<file path="src/rtl/fetch_if.sv">
// Fetch-stage bus: control in, fetch address out, instruction back, IF/ID register out.
// master = fetch unit side, slave = memory/decoder/control side.
interface fetch_if #(
  parameter int unsigned COUNT_W = 16
) ();
  logic               stall;
  logic               redirect;
  logic [31:0]        redirect_target;
  logic [31:0]        endereco;
  logic [31:0]        instrucao;
  logic               if_id_valid;
  logic [31:0]        if_id_instrucao;
  logic [31:0]        if_id_pc;
  logic [31:0]        if_id_pc_mais4;
  logic [COUNT_W-1:0] fetch_count;
  logic               fault;

  modport master (
    input  stall, redirect, redirect_target, instrucao,
    output endereco, if_id_valid, if_id_instrucao, if_id_pc, if_id_pc_mais4, fetch_count, fault
  );

  modport slave (
    output stall, redirect, redirect_target, instrucao,
    input  endereco, if_id_valid, if_id_instrucao, if_id_pc, if_id_pc_mais4, fetch_count, fault
  );
endinterface

</file>
<file path="src/rtl/fetch_unit.sv">
// Instruction-fetch stage: PC, IF/ID register, saturating fetch counter.
// Define FETCH_BOUNDS_CHECK_EN to halt with a sticky fault on out-of-range fetches.
module fetch_unit #(
  parameter logic [31:0] RESET_PC  = 32'h0000_0000,
  parameter int unsigned MEM_WORDS = 13,
  parameter int unsigned COUNT_W   = 16  // must match the interface's COUNT_W
) (
  input logic      clk,
  input logic      reset,
  fetch_if.master  bus
);

`ifdef FETCH_BOUNDS_CHECK_EN
  localparam bit BoundsEn = 1'b1;
`else
  localparam bit BoundsEn = 1'b0;
`endif

  typedef enum logic [0:0] {StRun, StHalt} state_e;

  state_e             state_q, state_d;
  logic [31:0]        pc_q, pc_d;
  logic               valid_q, valid_d;
  logic [31:0]        instr_q, instr_d;
  logic [31:0]        ipc_q, ipc_d;
  logic [31:0]        pc4_q, pc4_d;
  logic [COUNT_W-1:0] count_q, count_d;
  logic               fault_q, fault_d;
  logic               out_of_range;

  assign out_of_range = {2'b00, pc_q[31:2]} >= MEM_WORDS;

  always_comb begin
    state_d = state_q;
    pc_d    = pc_q;
    valid_d = valid_q;
    instr_d = instr_q;
    ipc_d   = ipc_q;
    pc4_d   = pc4_q;
    count_d = count_q;
    fault_d = fault_q;
    if (state_q == StRun) begin
      if (bus.redirect) begin
        pc_d    = bus.redirect_target & 32'hFFFF_FFFC;
        valid_d = 1'b0;
      end else if (bus.stall) begin
        // hold everything
      end else if (BoundsEn && out_of_range) begin
        valid_d = 1'b0;
        fault_d = 1'b1;
        state_d = StHalt;
      end else begin
        instr_d = bus.instrucao;
        ipc_d   = pc_q;
        pc4_d   = pc_q + 32'd4;
        valid_d = 1'b1;
        pc_d    = pc_q + 32'd4;
        if (count_q != {COUNT_W{1'b1}}) count_d = count_q + 1'b1;
      end
    end
  end

  always_ff @(posedge clk) begin
    if (reset) begin
      state_q <= StRun;
      pc_q    <= RESET_PC;
      valid_q <= 1'b0;
      instr_q <= '0;
      ipc_q   <= '0;
      pc4_q   <= '0;
      count_q <= '0;
      fault_q <= 1'b0;
    end else begin
      state_q <= state_d;
      pc_q    <= pc_d;
      valid_q <= valid_d;
      instr_q <= instr_d;
      ipc_q   <= ipc_d;
      pc4_q   <= pc4_d;
      count_q <= count_d;
      fault_q <= fault_d;
    end
  end

  assign bus.endereco        = pc_q;
  assign bus.if_id_valid     = valid_q;
  assign bus.if_id_instrucao = instr_q;
  assign bus.if_id_pc        = ipc_q;
  assign bus.if_id_pc_mais4  = pc4_q;
  assign bus.fetch_count     = count_q;
  assign bus.fault           = BoundsEn ? fault_q : 1'b0;

endmodule
</file>
<file path="src/flat_wrapper.sv">
// flat-port wrapper written by rule: the top's interface ports become plain ports
module fetch_unit_flat 
#(
  parameter logic [31:0] RESET_PC  = 32'h0000_0000,
  parameter int unsigned MEM_WORDS = 13,
  parameter int unsigned COUNT_W   = 16                                       
)
  (clk, reset, bus_stall, bus_redirect, bus_redirect_target, bus_instrucao, bus_endereco, bus_if_id_valid, bus_if_id_instrucao, bus_if_id_pc, bus_if_id_pc_mais4, bus_fetch_count, bus_fault);
  fetch_if #(.COUNT_W(COUNT_W)) bus_i ();
  input logic clk;
  input logic reset;
  input wire logic [$bits(bus_i.stall)-1:0] bus_stall;
  input wire logic [$bits(bus_i.redirect)-1:0] bus_redirect;
  input wire logic [$bits(bus_i.redirect_target)-1:0] bus_redirect_target;
  input wire logic [$bits(bus_i.instrucao)-1:0] bus_instrucao;
  output wire logic [$bits(bus_i.endereco)-1:0] bus_endereco;
  output wire logic [$bits(bus_i.if_id_valid)-1:0] bus_if_id_valid;
  output wire logic [$bits(bus_i.if_id_instrucao)-1:0] bus_if_id_instrucao;
  output wire logic [$bits(bus_i.if_id_pc)-1:0] bus_if_id_pc;
  output wire logic [$bits(bus_i.if_id_pc_mais4)-1:0] bus_if_id_pc_mais4;
  output wire logic [$bits(bus_i.fetch_count)-1:0] bus_fetch_count;
  output wire logic [$bits(bus_i.fault)-1:0] bus_fault;
  assign bus_i.stall = bus_stall;
  assign bus_i.redirect = bus_redirect;
  assign bus_i.redirect_target = bus_redirect_target;
  assign bus_i.instrucao = bus_instrucao;
  assign bus_endereco = bus_i.endereco;
  assign bus_if_id_valid = bus_i.if_id_valid;
  assign bus_if_id_instrucao = bus_i.if_id_instrucao;
  assign bus_if_id_pc = bus_i.if_id_pc;
  assign bus_if_id_pc_mais4 = bus_i.if_id_pc_mais4;
  assign bus_fetch_count = bus_i.fetch_count;
  assign bus_fault = bus_i.fault;
  fetch_unit #(.RESET_PC(RESET_PC), .MEM_WORDS(MEM_WORDS), .COUNT_W(COUNT_W)) u_core (.clk(clk), .reset(reset), .bus(bus_i));
endmodule
</file>
<file path="config.mk">
export PLATFORM = sky130hd
export DESIGN_NAME = fetch_unit_flat
export DESIGN_NICKNAME = d
export VERILOG_FILES = /design/src/rtl/fetch_if.sv /design/src/rtl/fetch_unit.sv /design/src/flat_wrapper.sv
export SDC_FILE = /design/constraint.sdc
export NUM_CORES = 1
export LEC_CHECK = 0
export ABC_CLOCK_PERIOD_IN_PS = 2700
export CAP_MARGIN = 0
export CORE_MARGIN = 2
export CORE_UTILIZATION = 46
export DETAILED_ROUTE_END_ITERATION = 10
export GPL_ROUTABILITY_DRIVEN = 0
export PLACE_DENSITY = 0.81
export SYNTH_ARGS = -nofsm -noshare
export SYNTH_HDL_FRONTEND = slang
export SYNTH_SLANG_ARGS = --single-unit
</file>
<file path="constraint.sdc">
create_clock -name clk -period 2.7 [get_ports clk]
set_clock_uncertainty 0.15 [all_clocks]
set_input_delay 0.54 -clock clk [delete_from_list [all_inputs] [get_ports clk]]
set_output_delay 0.54 -clock clk [all_outputs]
set_load 0.02 [all_outputs]
</file>
Word level (Yosys, flattened, before mapping)
Cells that the tools add are included.
{ "word_totals": {"regBits": 145, "in_bits": 68} }
{ "classes": {"n_addsub": 2, "n_reduce_logical": 2, "eq_ne": 2, "n_bitwise": 2, "muxes": 4} }
{ "op_table": {"columns": ["cell", "n"], "rows": [
  ["2-to-1 mux 32 bit", 2],
  ["adder 32 x 3 -> 32 bit, second input constant", 1],
  ["adder 16 x 1 -> 16 bit, second input constant", 1],
  ["!= test 16 bit, second input constant", 1],
  ["AND reduction 3 bit", 1],
  ["2-to-1 mux 1 bit", 2],
  ["!= test 2 x 1 -> 1 bit, second input constant", 1],
  ["NOT 1 bit", 2],
  ["AND reduction 2 bit", 1]
]} }

Logic depth before layout (Yosys ltp)
Gate-level depths: netlist of run 1.
{ "logic_depth": {"word_depth": 3, "ltp_mapped": 7, "ltp_nobuf": 5} }

Worst setup path before layout of run 1
No wires, ideal clock.
{ "synth_path": {"path_type": "flip-flop to flip-flop", "start": "reg u_core.pc_q[2] (netlist: u_core.bus.endereco[2])", "end": "reg u_core.pc_q[28] (netlist: u_core.bus.endereco[28])", "period_less_slack_ps": 2263, "path_buffers": 1, "setup_time_ps": 91, "arrival_time_ps": 2022, "stages_incl_launch_ff": 7, "path_slack_ps": 437, "required_ps": 2459, "cell_sequence": "dfxtp_1 -> ha_1 -> and3_1 -> buf_2 -> nand2_1 -> or4b_2 -> a311oi_1"} }
{ "synth_via": {"elab_chain_cells": 3} }
{ "synth_rtl": {"columns": ["element", "line", "rtl"], "rows": [
  ["from (decl)", "fetch_unit.sv:22", "logic [31:0] pc_q, pc_d;"],
  ["from (signal assigned)", "fetch_unit.sv:75", "pc_q <= pc_d;"],
  ["adder 32 x 3 -> 32 bit", "fetch_unit.sv:57", "pc_d = pc_q + 32'd4;"],
  ["2-to-1 mux 32 bit", "fetch_unit.sv:46", "end else if (bus.stall) begin"],
  ["2-to-1 mux 32 bit", "fetch_unit.sv:43", "if (bus.redirect) begin"]
]} }
No other way between the ends. The select of a mux whose other input is x is not followed.
A chain may end at the register's enable or synchronous reset.

Worst setup path after layout of run 1
{ "layout_path": {"start": "reg u_core.pc_q[3] (netlist: u_core.bus.endereco[3])", "end": "reg u_core.pc_q[24] (netlist: u_core.bus.endereco[24])"} }
Same word-level chain as after synthesis.

==> results of run 1 <==
[area by class of cell]
type	count	area (sq um)	share of cell area, %
Timing Repair Buffer	253	2430	26.2
Clock inverter	12	145	1.57
Sequential cell	139	2780	30.0
Multi-Input combinational cell	582	3200	34.5
Clock buffer	20	467	5.03
Inverter	6	22.5	0.243
Tap cell	176	220	2.37
[worst max-delay path, delay by kind of cell, from the launching register on]
kind            cells  cell delay [ps]
flops               1              480
fa+ha+maj           1              350
buf+inv             1              210
compound gates      1              260
simple gates        3              950
[cells in the final DEF, fill, tap and decap left out, types with 3 or more instances in the layout]
master / count
sky130_fd_sc_hd__nand2_1: 155
sky130_fd_sc_hd__and2_1: 3
sky130_fd_sc_hd__or2_2: 3
sky130_fd_sc_hd__a211oi_1: 11
sky130_fd_sc_hd__a21oi_1: 92
sky130_fd_sc_hd__o41ai_1: 3
sky130_fd_sc_hd__conb_1: 7
sky130_fd_sc_hd__xor2_1: 7
sky130_fd_sc_hd__o31ai_1: 7
sky130_fd_sc_hd__clkdlybuf4s50_1: 203
sky130_fd_sc_hd__or4_1: 13
sky130_fd_sc_hd__nand2b_1: 5
sky130_fd_sc_hd__nor4b_1: 5
sky130_fd_sc_hd__nor3_1: 17
sky130_fd_sc_hd__xnor2_1: 15
sky130_fd_sc_hd__and4_1: 5
sky130_fd_sc_hd__a31oi_1: 8
sky130_fd_sc_hd__clkinvlp_4: 4
sky130_fd_sc_hd__clkbuf_8: 3
sky130_fd_sc_hd__or3_1: 22
sky130_fd_sc_hd__nor4_1: 13
sky130_fd_sc_hd__nand4_1: 15
sky130_fd_sc_hd__o311ai_0: 3
sky130_fd_sc_hd__mux2_2: 3
sky130_fd_sc_hd__and3_1: 7
sky130_fd_sc_hd__nand3_1: 20
sky130_fd_sc_hd__o21ai_0: 42
sky130_fd_sc_hd__nor2_1: 47
sky130_fd_sc_hd__dfxtp_1: 139
sky130_fd_sc_hd__bufinv_16: 3
sky130_fd_sc_hd__a311oi_1: 19
sky130_fd_sc_hd__clkbuf_16: 17
sky130_fd_sc_hd__nor2b_1: 5
sky130_fd_sc_hd__inv_1: 6
sky130_fd_sc_hd__buf_4: 48
sky130_fd_sc_hd__clkinv_2: 5
[Yosys cell counts, drive strengths merged (11+ instances only)]
library cell,count
nor3,17
or3,22
dfxtp,139
nand3,20
buf,33
nor2,48
or4,14
nand2,155
clkbuf,45
nand4,17
xnor2,15
o21ai,42
a311oi,19
nor4,14
a211oi,11
a21oi,92
[report_power, final]
group / switching [W] / internal, W / total [W]
Combinational: 0.000410 / 0.000371 / 0.000780
Clock: 0.000901 / 0.00152 / 0.00242
Sequential: 0.0000856 / 0.00215 / 0.00223
Total: 0.00140 / 0.00404 / 0.00543
[final timing paths]
check / cells past startpoint / end / slack [ps]
worst max-delay path: 6 / u_core.bus.endereco[24] / 200
worst min-delay path: 2 / u_core.bus.if_id_instrucao[16] / 300
worst max register to register: 6 / u_core.bus.endereco[24] / 200
worst min register to register: 2 / u_core.bus.if_id_instrucao[16] / 300
[layer usage]
layer  vias to the layer above  track usage, %
li1                       3245               -
met1                      3106            37.5
met2                       302            41.4
met3                        46            5.26
met4                         0            12.2
met5                         -               0
[state kept, by name (all words and copies together), names as in the netlist]
name,count
u_core.bus.if_id_instrucao,32
u_core.bus.endereco,30
u_core.bus.fetch_count,16
u_core.bus.if_id_valid,1
u_core.bus.if_id_pc_mais4,30
u_core.bus.if_id_pc,30
[cells by family (layout without fill, tap and decap cells)]
kind of cell,Yosys count,in the layout,share of synthesized area [%]
simple gates,347,347,26.8
compound gates,199,199,18.9
flops,139,139,43.9
buf+inv,84,291,5.95
xor+xnor,22,22,3.04
mux,5,5,0.850
fa+ha+maj,2,2,0.395
other cells,1,7,0.0592
[through the flow]
| stage | setup WS [ps] | area (sq um) | total power [W] | hold WS [ps] |
|---|---|---|---|---|
| 2_1_floorplan | 437 | 6350 | 0.00266 | 380 |
| 3_3_place_gp | 11.0 | 8660 | 0.00304 | 291 |
| 3_5_place_dp | -8.18 | 8660 | 0.00305 | 295 |
| 4_1_cts | 206 | 9270 | 0.00545 | 303 |
| 5_1_grt | 75.8 | 9270 | 0.00563 | 316 |
| 6_report | 202 | 9270 | 0.00543 | 303 |
==> results list, run 1 <==
* Initial standard-cell utilization of the core: 47.4%
* Share of post-route cells with drive strength above 1: 9.39%
* CTS resizes: 0
- Detailed-route DRC error count: 0
- Count of placed standard cells including taps: 1156
* Unrepaired setup endpoints after global routing: false
* Number of antenna cells inserted: 0
- Dividing the detail-routed wire length by the instance count gives 16.8 um.
- Summed over all layers, the global routing overflow is 0.
- Post-layout instance count excluding filler cells: 1188
- The worst path in the final design needs a cycle of 2500 ps, including I/O delays and setup.
* WL met3: 1.42 mm
- In this run the critical register-to-register path is launched from u_core.bus.endereco[3].
- After clock tree synthesis, the clock-pin slew on the worst setup and hold paths is 60 ps.
* Clock root buffer: sky130_fd_sc_hd__clkbuf_16
* CTS Buf Count: 17
* List of cells traversed by the critical path: ha_1 -> and3_1 -> nand2_1 -> buf_4 -> or4_1 -> a311oi_1
* Vias per inst: 5.64
* Outcome: finished, final reports clean
- For this run, the total global-route usage over all layers was measured as 27.3%.
- Dividing total power by cell area gives a power density of 586 nW/um^2.
- The count of nets left with antenna violations once routing finished came out at 0.
- Counting distinct cell types in the post-synthesis netlist gives 58.
* Final max-slew violation count: 0
- The clock drives 139 sinks.
* Clock H-tree levels: 4
- Hold Buf Count CTS: 0
* First-pass GRT wire length: 31.7 mm
- Deepest clock path buffer count: 2
- Total Die Area: 14700 sq um
* Clk_lat worst skew: 420 ps
- Leakage component of the power: 3.18 nW
- The detailed router placed 6699 vias in this run.
- Count of endpoints failing hold in the final timing report: 0
- Wire length on met1: 8.58 mm
- Die outline height: 121 um
- Share of the synthesized area in the top cell type: 43.9%
- At the end of the flow, the number of nets in the layout was 1069.
- CP startpoint: u_core.bus.endereco[3]
- DR pass1 iterations: 6
* Transition time of the tightest slew-check pin: 807 ps
* Core box area: 13300 sq um
* Highest routed metal layer: met4
- Synthesis inferred 139 register bits.
- Number of setup violations in the final report: 0
- In this run the worst hold path is classified as reg2reg.
- Detailed routing placed a total of 9.44 mm of wire on met2.
* Synthesis-to-layout area growth: 46.4%
- Average size of a mapped cell: 7.93 sq um
* CTS tree: built
- Startpoint of the worst hold path: u_core.bus.if_id_instrucao[16]
- Number of global-route vias before repair: 6037
* Final core occ: 69.5%
* Number of rows created at floorplan: 42
* Width of the chip: 121 um
- Worst EP required: 2880 ps
* Maximum number of pins on one net before global-route repair: 82
* Mapped cell area: 6330 sq um
* Number of warnings printed during yosys synthesis: 0
* Worst Setup Start Kind: flip-flop
* Async set or reset register ratio after synthesis: 0%
* Count of flip-flops with a built-in enable after synthesis: 0
* CP peak stage delay: 480 ps
- After routing, the total negative slack on setup checks comes to 0 ps.
- The worst path uses 92.5% of the clock period.
* Maximum resistive drop on vdd: 0.423 mV
- Type of destination of the critical path: flip-flop
- Slowest cell on the critical path: sky130_fd_sc_hd__dfxtp_1
* First-iteration detailed-routing DRC count: 727
- Total setup buffers inserted after CTS: 0
- Arrival time of data at the critical path endpoint: 2680 ps
- 214 I/O pins were placed.
* Half-perimeter wire length after placement: 13.7 mm
- Filler cell count: 1072
* Kind of critical path: reg2reg
* Antenna violations before repair: 0
* Maximum clock frequency: 0.400 GHz
* Crit Path Max Fanout: 13
- Max-cap violations in this run came to 0.
- Input and output buffers added on the ports amount to 204.
- In the post-synthesis netlist, the biggest area contributors are sky130_fd_sc_hd__dfxtp_1 (44%), sky130_fd_sc_hd__nand2_1 (9.2%), sky130_fd_sc_hd__a21oi_1 (7.3%).
- Headroom to the max-slew limit came out at 45.7%.
- Portion of the post-synthesis area used by sequential elements: 43.9%
* Routed wire length: 20.0 mm
* Leading register cell type out of synthesis: sky130_fd_sc_hd__dfxtp_1
* Cells after synthesis: 799
- The synthesized design spends more area on one cell type than any other, namely sky130_fd_sc_hd__dfxtp_1.
(Power assumes the default switching activity.)
==> run 2: changes to the inputs <==
--- a/config.mk
+++ b/config.mk
@@ -5,13 +5,14 @@
 export SDC_FILE = /design/constraint.sdc
 export NUM_CORES = 1
 export LEC_CHECK = 0
-export ABC_CLOCK_PERIOD_IN_PS = 2700
+export ABC_CLOCK_PERIOD_IN_PS = 2900
 export CAP_MARGIN = 0
 export CORE_MARGIN = 2
-export CORE_UTILIZATION = 46
+export CORE_UTILIZATION = 49
 export DETAILED_ROUTE_END_ITERATION = 10
 export GPL_ROUTABILITY_DRIVEN = 0
-export PLACE_DENSITY = 0.81
+export PLACE_DENSITY = 0.85
+export SETUP_SLACK_MARGIN = 0.5
 export SYNTH_ARGS = -nofsm -noshare
 export SYNTH_HDL_FRONTEND = slang
 export SYNTH_SLANG_ARGS = --single-unit
==> constraint.sdc (replaced) <==
create_clock -name clk -period 2.9 [get_ports clk]
set_clock_uncertainty 0.15 [all_clocks]
set_input_delay 0.58 -clock clk [delete_from_list [all_inputs] [get_ports clk]]
set_output_delay 0.58 -clock clk [all_outputs]
set_load 0.1 [all_outputs]
==> run 2 against run 1 <==
Effect of this change:
- first-iteration DRC count up 1.1%
- core utilization up 0.41 points
- setup slack gained 340 ps
- die area down 5.9%
- global-route usage fell by 0.33 points
- critical path depth rose by 3
- final cell count down 2.6%
- routed wire length is 3.4% lower
- sequential share of layout area grew 2.4 points
- sequential power fell by 5%
- critical endpoint is now u_core.bus.if_id_pc_mais4[30]
- largest cell class unchanged
==> results list, run 2 (synthesis results as in run 1) <==
- The run finished with clean final reports.
* WL met3: 1.49 mm
- Delay-heaviest family, CP: buffers and inverters
- Worst EP required: 3090 ps
- Global routing consumed, over all layers together, 26.9% of the routing resources.
* WL met2: 9.24 mm
- Total Die Area: 13800 sq um
- In this run, the number of DRC markers left after iteration 0 of detailed routing was 735.
- Max-cap violations in this run came to 0.
- Vias per inst: 5.69
* Most frequent cells in the layout: sky130_fd_sc_hd__buf_4 (158), sky130_fd_sc_hd__nand2_1 (155), sky130_fd_sc_hd__dfxtp_1 (102)
- Final core occ: 69.9%
- The worst path in the final design needs a cycle of 2350 ps, including I/O delays and setup.
* Number of ports placed on the die boundary: 214
* Power density of the placed cells: 634 nW/um^2
* Unrepaired setup endpoints after global routing: false
- Transition time of the tightest slew-check pin: 885 ps
- Crit Path Max Fanout: 13
* Deepest clock path buffer count: 2
- The register with the most flip-flops in the layout has 32 of them.
- DR pass1 iterations: 5
- WL/cell: 16.7 um
* Highest routed metal layer: met4
- In this design, the critical path's most frequently occurring cell is sky130_fd_sc_hd__buf_4.
- Net count of the finished layout: 1042
- Antenna violations before repair: 0
- Clock tree synthesis inserted a total of 17 buffers.
- For the worst setup path, the data arrival time is 2540 ps.
* Filler cell count: 1032
- Total Power Consumption: 0.00559 W
- Clock Sinks: 139
- Clock-pin slew was measured on the worst setup and hold paths at 60 ps.
- In this run the number of H-tree levels came out at 4.
- Most common library cell in the layout ignoring fill and taps: sky130_fd_sc_hd__buf_4
- The die is 118 um wide.
* Worst min-delay path category: reg2reg
- The first global-routing pass estimated 30.2 mm of wire.
- Wire length on met1: 8.18 mm
- Once the floorplan was initialized, standard cells occupied 50.2% of the core.
- Setup violations remaining at the end of the flow were counted as 0.
- Measured against its own limit, the worst slew margin works out to 40.5%.
* Count of input and output buffers: 204
* Maximum number of pins on one net before global-route repair: 77
- In this run the static leakage power is 3.35 nW.
- Across all layers, the routed design uses 6587 vias.
- On the critical path, the stage with the largest delay is an instance of sky130_fd_sc_hd__clkdlybuf4s50_1.
- Number of rows created at floorplan: 41
* Final setup margin: 546 ps
* Kind of critical path: in2reg
* Worst Setup Start Kind: primary input
* Total negative slack: 0 ps
- Half-perimeter wire length after placement: 13.1 mm
- Clk_lat worst skew: 430 ps
* Number of antenna cells inserted: 0
* Share of post-route cells with drive strength above 1: 24.9%
- Core box area: 12600 sq um
* Fraction of the cycle the final worst path needs: 81.2%
* Clock root buffer: sky130_fd_sc_hd__clkbuf_16
- Dpl cell area: 8170 sq um
- Summed over all layers, the routed wires come to 19.3 mm.
- Die outline height: 118 um
- Hold Buf Count CTS: 0
- The via count of the first global-routing pass is 5854.
- Type of destination of the critical path: flip-flop
* Maximum clock frequency: 0.425 GHz
* Detailed-route DRC error count: 0
- Worst setup timing slack at the placement stage: 38.4 ps
- The total overflow left after global routing is 0.
- Registers take 2860 sq um.
- Once detail routing completed, the nets flagged for antenna violations numbered 0.
- The largest single stage delay on the critical path is 440 ps.
* CTS tree: built
* Synthesis-to-layout area growth: 39.3%
- Area taken by multi-input logic gates: 3220 sq um
* Count of endpoints failing hold in the final timing report: 0
- The number of buffers and inverters on the critical path is 6.
- Maximum resistive drop on vdd: 0.633 mV
* Final max-slew violation count: 0
* Final standard cell area without fillers: 8820 sq um
* List of cells traversed by the critical path: clkdlybuf4s50_1 -> buf_4 -> buf_4 -> buf_4 -> nor2_4 -> buf_4 -> buf_4 -> o21ai_0 -> a31oi_1
run 2: per-stage QoR:
step | instances | hold WS (ps)
3_5_place_dp | 1124 | 297
4_1_cts | 1156 | 305
6_report | 1157 | 303
3_3_place_gp | 1124 | 292
5_1_grt | 1157 | 323
2_1_floorplan | 805 | 482
run 2: power by group:
group / leakage [nW] / total [W] / internal [W] / switching [W]
clock network: 0.307 / 0.00227 / 0.00145 / 0.000820
registers: 1.15 / 0.00212 / 0.00200 / 0.000113
logic: 1.88 / 0.00120 / 0.000291 / 0.000914
total: 3.35 / 0.00559 / 0.00375 / 0.00185
run 2: what timing repair did:
action | in CTS | in global routing
resized for setup | 2 | 3
setup buffers | 0 | 1
setup endpoints to repair | 2 | 14
pin swaps | 0 | 1
run 2: metal layers:
metal  vias up  GRT usage, %
met4         0          10.8
li1       3192             -
met3        29          6.64
met2       305          43.0
met5         -             0
met1      3061          35.0
run 2: path summary, 6_finish.rpt:
kind | startpoint | to | slack, ps | depth (start not counted)
max | bus_stall | u_core.bus.if_id_pc_mais4[30] | 550 | 9
min | u_core.bus.if_id_pc[3] | u_core.bus.if_id_pc[3] | 300 | 2
max reg2reg | u_core.bus.endereco[2] | u_core.bus.endereco[28] | 570 | 5
min reg2reg | u_core.bus.if_id_pc[3] | u_core.bus.if_id_pc[3] | 300 | 2
run 2: cell type report:
class / count / share of cell area, %
multi-input cells: 582 / 36.5
flip-flops and latches: 139 / 32.4
repair buffers: 226 / 21.4
clock buffers: 19 / 5.02
well taps: 172 / 2.44
clock inverters: 13 / 1.96
inverters: 6 / 0.255
run 2: worst min-delay path, cell delays in order (launching register included):
cell                      delay [ps]
sky130_fd_sc_hd__dfxtp_1         310
sky130_fd_sc_hd__nand2_1          50
sky130_fd_sc_hd__a21oi_1          50
